$ cat config.mk
export PLATFORM = sky130hd
export DESIGN_NAME = sa_output_fifo_bank
export DESIGN_NICKNAME = d
export VERILOG_FILES = /design/src/rtl/sa_pkg.sv /design/src/rtl/sa_lane_fifo.sv /design/src/rtl/sa_output_fifo_bank.sv
export SDC_FILE = /design/constraint.sdc
export NUM_CORES = 2
export LEC_CHECK = 0
export CORE_UTILIZATION = 55
export CTS_CLUSTER_DIAMETER = 40
export CTS_CLUSTER_SIZE = 14
export DETAILED_ROUTE_END_ITERATION = 16
export HOLD_SLACK_MARGIN = 0.06
export PLACE_DENSITY = 0.78
export SKIP_LAST_GASP = 1
export SYNTH_ARGS = -nofsm -noshare
export SYNTH_HDL_FRONTEND = slang
export SYNTH_SLANG_ARGS = --single-unit
$ cat constraint.sdc
create_clock -name clk -period 3.88 [get_ports clk]
set_input_delay 0.582 -clock clk [delete_from_list [all_inputs] [get_ports clk]]
set_output_delay 0.582 -clock clk [all_outputs]
set_load 0.02 [all_outputs]
$ cat src/rtl/sa_pkg.sv
`default_nettype none
// +----------------------------------------------------------------------+
// | sa_pkg : shared sizing helpers for the systolic-array data path      |
// | Rev 1.0                                                              |
// +----------------------------------------------------------------------+
package sa_pkg;

  function automatic int cnt_width(input int depth);
    return $clog2(depth + 1);
  endfunction

  function automatic int ptr_width(input int depth);
    return (depth > 1) ? $clog2(depth) : 1;
  endfunction

  // Lane 0 occupies the MSBs of a packed lane bus.
  function automatic int lane_msb(input int lane, input int width, input int lanes);
    return width * lanes - 1 - lane * width;
  endfunction

endpackage
`default_nettype wire

$ cat src/rtl/sa_lane_fifo.sv
`default_nettype none
// +----------------------------------------------------------------------+
// | sa_lane_fifo : first-word-fall-through FIFO with sticky error flags  |
// | Rev 1.0                                                              |
// +----------------------------------------------------------------------+
module sa_lane_fifo
  import sa_pkg::*;
#(
  parameter  int FIFO_DATA_WIDTH = 8,
  parameter  int FIFO_DEPTH      = 16,
  localparam int CNT_WIDTH       = cnt_width(FIFO_DEPTH),
  localparam int PTR_WIDTH       = ptr_width(FIFO_DEPTH)
) (
  input  logic                       clk,
  input  logic                       rst,
  input  logic                       wren_i,
  input  logic [FIFO_DATA_WIDTH-1:0] wdata_i,
  input  logic                       rden_i,
  input  logic                       err_clr_i,
  output logic [FIFO_DATA_WIDTH-1:0] rdata_o,
  output logic                       empty_o,
  output logic                       full_o,
  output logic [CNT_WIDTH-1:0]       count_o,
  output logic                       overflow_o,
  output logic                       underflow_o
);

  logic [FIFO_DATA_WIDTH-1:0] r_mem [FIFO_DEPTH];
  logic [PTR_WIDTH-1:0]       r_wptr;
  logic [PTR_WIDTH-1:0]       r_rptr;
  logic [CNT_WIDTH-1:0]       r_count;
  logic                       r_ovf;
  logic                       r_unf;

  logic w_empty;
  logic w_full;
  logic w_push;
  logic w_pop;
  logic w_ovf_evt;
  logic w_unf_evt;

  assign w_empty = (r_count == '0);
  assign w_full  = (r_count == CNT_WIDTH'(FIFO_DEPTH));

  // A full lane still accepts a push when the head leaves in the same cycle.
  assign w_pop     = rden_i & ~w_empty;
  assign w_push    = wren_i & (~w_full | rden_i);
  assign w_ovf_evt = wren_i & w_full & ~rden_i;
  assign w_unf_evt = rden_i & w_empty;

  always_ff @(posedge clk) begin
    if (!rst && w_push) begin
      r_mem[r_wptr] <= wdata_i;
    end
  end

  always_ff @(posedge clk) begin
    if (rst) begin
      r_wptr  <= '0;
      r_rptr  <= '0;
      r_count <= '0;
      r_ovf   <= 1'b0;
      r_unf   <= 1'b0;
    end else begin
      if (w_push) r_wptr <= r_wptr + PTR_WIDTH'(1);
      if (w_pop)  r_rptr <= r_rptr + PTR_WIDTH'(1);
      r_count <= r_count + CNT_WIDTH'(w_push) - CNT_WIDTH'(w_pop);
      // A fresh error outranks a simultaneous clear.
      if (w_ovf_evt)      r_ovf <= 1'b1;
      else if (err_clr_i) r_ovf <= 1'b0;
      if (w_unf_evt)      r_unf <= 1'b1;
      else if (err_clr_i) r_unf <= 1'b0;
    end
  end

  assign rdata_o     = w_empty ? '0 : r_mem[r_rptr];
  assign empty_o     = w_empty;
  assign full_o      = w_full;
  assign count_o     = r_count;
  assign overflow_o  = r_ovf;
  assign underflow_o = r_unf;

endmodule
`default_nettype wire

$ cat src/rtl/sa_output_fifo_bank.sv
`default_nettype none
// +----------------------------------------------------------------------+
// | sa_output_fifo_bank : per-lane FWFT FIFOs between array drain and    |
// | data mover, with tile-ready reduction.  Rev 1.0                      |
// +----------------------------------------------------------------------+
module sa_output_fifo_bank
  import sa_pkg::*;
#(
  parameter int FIFO_DATA_WIDTH = 8,
  parameter int FIFO_DEPTH      = 16,
  parameter int PE_SIZE         = 16
) (
  input  logic                               clk,
  input  logic                               rst,
  input  logic [PE_SIZE-1:0]                 wren_i,
  input  logic [FIFO_DATA_WIDTH*PE_SIZE-1:0] wdata_i,
  input  logic [PE_SIZE-1:0]                 rden_i,
  output logic [FIFO_DATA_WIDTH*PE_SIZE-1:0] rdata_o,
  output logic [PE_SIZE-1:0]                 empty_o,
  output logic [PE_SIZE-1:0]                 full_o,
  output logic                               tile_ready_o,
  input  logic                               err_clr_i,
  output logic [PE_SIZE-1:0]                 overflow_o,
  output logic [PE_SIZE-1:0]                 underflow_o
);

  localparam int CNT_WIDTH = cnt_width(FIFO_DEPTH);

  if (FIFO_DEPTH < PE_SIZE) begin : g_depth_check
    $error("sa_output_fifo_bank: FIFO_DEPTH must be >= PE_SIZE");
  end

  if ((FIFO_DEPTH < 2) || ((FIFO_DEPTH & (FIFO_DEPTH - 1)) != 0)) begin : g_pow2_check
    $error("sa_output_fifo_bank: FIFO_DEPTH must be a power of two >= 2");
  end

  logic [PE_SIZE-1:0] w_lane_ready;

  for (genvar i = 0; i < PE_SIZE; i++) begin : g_lane
    localparam int MSB = lane_msb(i, FIFO_DATA_WIDTH, PE_SIZE);
    logic [CNT_WIDTH-1:0] w_count;

    sa_lane_fifo #(
      .FIFO_DATA_WIDTH (FIFO_DATA_WIDTH),
      .FIFO_DEPTH      (FIFO_DEPTH)
    ) u_lane (
      .clk         (clk),
      .rst         (rst),
      .wren_i      (wren_i[i]),
      .wdata_i     (wdata_i[MSB -: FIFO_DATA_WIDTH]),
      .rden_i      (rden_i[i]),
      .err_clr_i   (err_clr_i),
      .rdata_o     (rdata_o[MSB -: FIFO_DATA_WIDTH]),
      .empty_o     (empty_o[i]),
      .full_o      (full_o[i]),
      .count_o     (w_count),
      .overflow_o  (overflow_o[i]),
      .underflow_o (underflow_o[i])
    );

    assign w_lane_ready[i] = (w_count >= CNT_WIDTH'(PE_SIZE));
  end

  assign tile_ready_o = &w_lane_ready;

endmodule
`default_nettype wire

* Word-level counts from Yosys, hierarchy flattened *
Memory sizes are Yosys's and may differ from the RTL's. A register that Yosys moved wholly into a read port is not among the register bits.
Index checks and enable logic that the tools add are counted.

word-level totals
  bits in registers = 240
  RAM bits = 2048
  input bits = 163
  output and inout port bits = 193
  logic and storage cells = 515
  memories kept = 16

cells by class
  add/sub/neg operators = 64
  magnitude comparators = 16
  equal/unequal tests = 16
  multiplexer cells = 113
  bitwise operators = 144
  reductions and logical operators = 66

memory list
  name                     depth  bits a word  rd ports  clocked after memory_dff  write ports  line                text
  g_lane[0].u_lane.r_mem   16     8            1         1                         1            sa_lane_fifo.sv:28  logic [FIFO_DATA_WIDTH-1:0] r_mem [FIFO_DEPTH];
  g_lane[10].u_lane.r_mem  16     8            1         1                         1            sa_lane_fifo.sv:28
  g_lane[11].u_lane.r_mem  16     8            1         1                         1            sa_lane_fifo.sv:28
  g_lane[12].u_lane.r_mem  16     8            1         1                         1            sa_lane_fifo.sv:28
  g_lane[13].u_lane.r_mem  16     8            1         1                         1            sa_lane_fifo.sv:28
  g_lane[14].u_lane.r_mem  16     8            1         1                         1            sa_lane_fifo.sv:28
  +10 memories             -      -            -         -                         -            -

operators with widths
  kind                   count
  $add A4 B1 Y4 const B  32
  $mux W4                32
  $mux W8                16
  $add A5 B1 Y5          16
  $and A1 B1 Y1          80
  $eq A5 B5 Y1 const B   16
  $ge A5 B5 Y1 const B   16
  $logic_not A5 Y1       16
  $sub A5 B1 Y5          16
  $mux W1                65
  $reduce_bool A2 Y1     32
  $not A1 Y1             48
  $logic_and A1 B1 Y1    16
  $or A1 B1 Y1           16
  $reduce_and A16 Y1     1
  $logic_not A1 Y1       1

* Longest topological paths before layout *
  depth after elaboration = 7
  depth in mapped cells = 14

* By module *
From an unflattened synthesis, not the netlist that was laid out.

unflattened totals
  cell total of the unflattened synthesis = 5130
  area total of the unflattened synthesis = 94983.6 sq um

by module, submodules not included
  module                                 instances  cells an instance  area an instance (sq um)
  sa_lane_fifo at g_lane[2].u_lane ...   7          320                5931.9
  sa_lane_fifo at g_lane[10].u_lane ...  7          320                5929.4
  sa_lane_fifo at g_lane[0].u_lane       1          323                5970.7
  sa_lane_fifo at g_lane[9].u_lane       1          322                5945.7
  sa_output_fifo_bank                    1          5                  37.5

* Least setup slack after synthesis *
No wires, ideal clock.

  path kind = reg2reg
  start point = register g_lane[7].u_lane.r_count[3]
  end point = register g_lane[7].u_lane.r_count[4]
  arrival = 2.831 ns
  required time = 3.810 ns
  path slack = 0.978 ns
  stages on the path, launching flop included = 14
  buffers on the path = 1
  period minus slack after synthesis = 2.902 ns
  path through = dfxtp_1 > inv_1 > ha_1 > or4b_1 > and2_1 > clkbuf_1 > ha_1 > inv_1 > ha_1 > fa_1 > a21oi_1 > nor2_1 > or3_1 > a21oi_1

between the ends
  elaborated cells between the ends (all ways) = 9
  those cells by class = add/sub: 2; eq/ne: 1; bitwise: 5; reduce/logical: 1

RTL lines
  item                              line                text
  start, declared                   sa_lane_fifo.sv:31  logic [CNT_WIDTH-1:0] r_count;
  start signal, assigned            sa_lane_fifo.sv:67  r_count <= r_count + CNT_WIDTH'(w_push) - CNT_WIDTH'(w_pop);
  $logic_not A5 Y1                  sa_lane_fifo.sv:42  assign w_empty = (r_count == '0);
  $not A1 Y1                        sa_lane_fifo.sv:46  assign w_pop = rden_i & ~w_empty;
  $and A1 B1 Y1                     sa_lane_fifo.sv:46
  named net g_lane[7].u_lane.w_pop  sa_lane_fifo.sv:38  logic w_pop;
  $sub A5 B1 Y5                     sa_lane_fifo.sv:67

The timed path passes the listed nets, and every way through them passes these cells.
A chain may end at the register's enable or synchronous reset.

==> results.env <==
YOSYS_MOST_USED_DFF='edfxtp_1'
VDD.IR_DROP.WORST_V=0.0006097
WORST_SLEW_MARGIN_REL_PCT=32.95
SEQUENTIAL_CELL_AREA_UM2=67590
SYNTH_COMPOUND_GATE_AREA_SHARE_PCT=2.368
FINAL_CORE_DENSITY_PCT=64.65
P_SW_SHARE_PCT=27.64
VIA_COUNT=48830
GRT_FIRST_PASS_WIRELENGTH_UM=301900
POSTROUTEWIRELENGTH_UM=199400
ROUTE.ANTENNA.REMAINING_NETS=0
FINAL_DESIGN_AREA_NO_FILL_UM2=111300
FINAL_HPWL_FROM_DETAILED_PLACEMENT_UM=122700
ROUTED-WL-MET2_UM=103300
FINAL_HOLD_VIOLATION_COUNT=0
CHIPWIDTH_UM=419.0
POST-SYNTH-TOP-COUNT-CELL='edfxtp_1'
CRITICAL_PATH_REQUIRED_NS=3.30
SYNTH.NET_COUNT=5605
POWER_LEAKAGE_uW=0.03724
POSTPLACECELLAREA_UM2=101100
SYNTHARSTFLOPSHARE_PCT=0
SYN_TO_FINAL_GROWTH_PCT=16.37
SYNTH-ADDER-AREA-SHARE_PCT=2.533
SETUP_VIOLATORS_FINAL=0
VIASPERCELL=5.865
CRITPATHMAXFANOUT=32
DRCVIOLATIONCOUNT=0
FINALWORSTSETUPSLACK_NS=0.07794
MULTI_INPUT_LOGIC_AREA_UM2=24880
CTS_SINKS=2352
POWER_FRAC_SEQ_PCT=40.2
CELL_INTERNAL_POWER_uW=52510
DRT-PASS1-ITER-COUNT=8
PLACE.GP.CONGESTION=0.8036
POWER.NET_SWITCHING_uW=20060
NUMBER_OF_INSTANCES_IN_THE_SYNTHESIZED_NETLIST=5258
ROUTE.TOP_LAYER_USED='met5'
CRITPATHARRIVALTIME_NS=3.22
YOSYS_WARNINGS=0
SYNTH-SIMPLE-AREA-SHARE_PCT=4.347
LAYOUT.FILLER_CELLS=11120
NUM_IO_PINS=356
MET1_LENGTH_UM=76790
WORST-SETUP-PATH-TYPE='flip-flop to output pin'
DETAILEDPLACE.WORSTSLACK_NS=0.5936
DR.FIRST_ITER.DRC_COUNT=4126
WL_PER_CELL_UM=23.95
FLOORPLAN.CORE_AREA_UM2=172100
START_UTIL_PCT=55.56
ANTENNA_VIOLATIONS_BEFORE_REPAIR=10
GR-USAGE-ALL-LAYERS_PCT=22.75
DIE_Y_UM=419.0
SYNTH_TOP_AREA_SHARE_PCT=64.31
IO_BUFFERS=355
POST_SYNTH_XOR_AREA_FRACTION_PCT=1.127
CLOCK.FMAX_GHz=0.2630
DIE_FOOTPRINT_UM2=175500
CLKLATENCYLATEPIN_NS=0.93
CTS_TREE='built'
SYN-CELL-AREA_UM2=95620
OUTCOME='complete, no violations'
POST_SYNTH_MOST_FREQUENT_CELLS='edfxtp_1, nor2_1, mux4_2, dfxtp_1, a21oi_1'
YOSYSTOPAREACELL='edfxtp_1'
FIRST_GLOBAL_VIAS=50680
COMB_POWER_SHARE_PCT=21.5
GLOBAL_ROUTE.OVERFLOW_TOTAL=0
SETUP.WORST_PATH.START_CLASS='flip-flop'
LAYOUT.NETS=6130
SYNTH_AREA_LEADERS='edfxtp_1, mux4_2, dfxtp_1'
CTS_ROOT_BUF='clkbuf_16'
CLOCK_TREE.BUFFER_DEPTH=4
ENDPOINT_KIND='output pin'
CTS_HOLD_REPAIR.BUFFERS=0
LAYOUT_WORST_PATH_CYCLE_SHARE_PCT=97.99
HOLDCRITPATHCLASS='input port to flip-flop'
MAX-CAP-VIOLATIONS=0
REPORT.FINAL.SLEW_VIOL_COUNT=0
ROUTED_MET3_LENGTH_UM=12430
POWER_FRAC_CLOCK_PCT=38.3
SYNTH.YOSYS.SEQ_AREA_SHARE_PCT=70.68
SYNTH_MUX_AREA_SHARE_PCT=15.64
FINALPOWER_uW=72570
MAIN_COMBINATIONAL_CELL_FAMILY_BY_AREA_AFTER_SYNTHESIS='multiplexers'
SYNTH_ENABLE_FLOP_CELLS=2048
FINAL.SETUP_SKEW_NS=0.08306
TIGHTEST_SLEW_NS=1.002
FINAL_LAYOUT_SIZE_SUFFIX_GT1_SHARE_PCT=20.90
SYNTH.DISTINCT_CELLS=45
MAXIMUM_NUMBER_OF_PINS_ON_ONE_NET_BEFORE_GLOBAL_ROUTE_REPAIR=111
POWER_PER_CELL_AREA_nW_PER_UM2=652.1
CTS_HTREE_LEVELS=5
ROW_COUNT=152
CTS_BUFFERS=302
TIMING.FINAL.CRIT_PERIOD_NS=3.802
AVERAGE_SIZE_OF_A_MAPPED_CELL_UM2=18.19
YS_SEQ_ELEMENTS=2352
CLOCK_TRANSITION_TIME_AT_THE_FLIP_FLOP_CLOCK_PINS_OF_THE_WORST_SETUP_AND_HOLD_PATHS_NS=0.06
[registers in the layout (all words and copies together) (netlist names), named ones only]
signal,count
g_lane.u_lane.count_o,80
g_lane.u_lane.r_mem,2048
g_lane.u_lane.r_wptr,64
g_lane.u_lane.overflow_o,16
g_lane.u_lane.underflow_o,16
g_lane.u_lane.r_rptr,64
[power groups by stage]
stage                     Clock (uW)  Combinational (uW)  Sequential, uW
final                          27800               15600           29200
after global routing           29200               16900           29300
after CTS                      28200               15800           29200
after detailed placement           0               15800           29700
after global placement             0               15500           29600
after floorplan                    0               11500           29400
[layout make-up]
class                           instances  share of cell area [%]
Multi-Input combinational cell       2404                   22.36
Timing Repair Buffer                  554                   4.698
Clock inverter                        176                   1.770
Inverter                              169                  0.5701
Clock buffer                          354                   7.248
Tap cell                             2310                   2.597
Sequential cell                      2352                   60.74
Antenna cell                            7                 0.01574
[critical path, stage by stage (launching register included)]
cell and delay [ns]:
dfxtp_1 0.36, buf_12 0.23, mux4_2 0.54, mux2_2 0.30
o21ai_0 0.19, a21oi_1 0.08, clkdlybuf4s50_1 0.57
[timing repair]
item | 4_1_cts | 5_1_grt
setup endpoints to repair | 120 | 34
cloned | 0 | 1
buffers inserted | 0 | 0
endpoints found under the hold margin | 0 | 0
resized for setup | 104 | 32
[cell usage in the layout (no fill, tap or decap), drive strengths merged, types with 13 or more instances in the layout]
cell	count
xnor2	47
mux2	138
edfxtp	2048
o211ai	16
nand2	90
ha	168
a21oi	218
o21a	13
nand3	59
buf	200
nand2b	20
clkbuf	355
or4b	16
nand4bb	16
or3	22
mux4	512
xor2	76
dfxtp	304
clkdlybuf4s50	255
dlymetal6s2s	27
nor2	459
clkinvlp	14
o21ai	152
and3	16
mux2i	151
clkinv	75
dlygate4sd2	70
inv	229
nand4	14
a21o	16
fa	16
nor3	39
bufinv	27
nor2b	83
[cells by family (layout without fill, tap and decap cells)]
group,count (synthesis),count (layout)
other cells,0,7
xor+xnor,123,123
flops,2352,2352
compound gates,424,424
buf+inv,502,1253
simple gates,872,872
mux,801,801
fa+ha+maj,184,184
[metrics by stage]
stage,TNS [ns],hold slack (ns),std cells
floorplan,0,0.4708,5258
global placement,0,0.4824,7788
detailed placement,0,0.4916,7788
CTS,-0.1406,0.1194,8318
global route,-0.009411,0.1700,8325
finish,0,0.1776,8326
[path summary, 6_finish.rpt]
kind	slack, ns	startpoint	endpoint	depth (start not counted)
worst max-delay path	0.08	flip-flop	rdata_o[1]	6
worst min-delay path	0.18	rst	g_lane[4].u_lane.overflow_o	2
worst max register to register	0.51	g_lane[4].u_lane.count_o[2]	g_lane[4].u_lane.count_o[4]	12
worst min register to register	0.50	g_lane[5].u_lane.r_rptr[3]	flip-flop	2
[per-layer routing]
layer,vias up,global-route usage [%]
met5,-,0
met4,4,9.232
met3,397,3.751
met2,1863,38.64
met1,25010,29.24
li1,21550,-
Power figures use the tool's default switching activity.
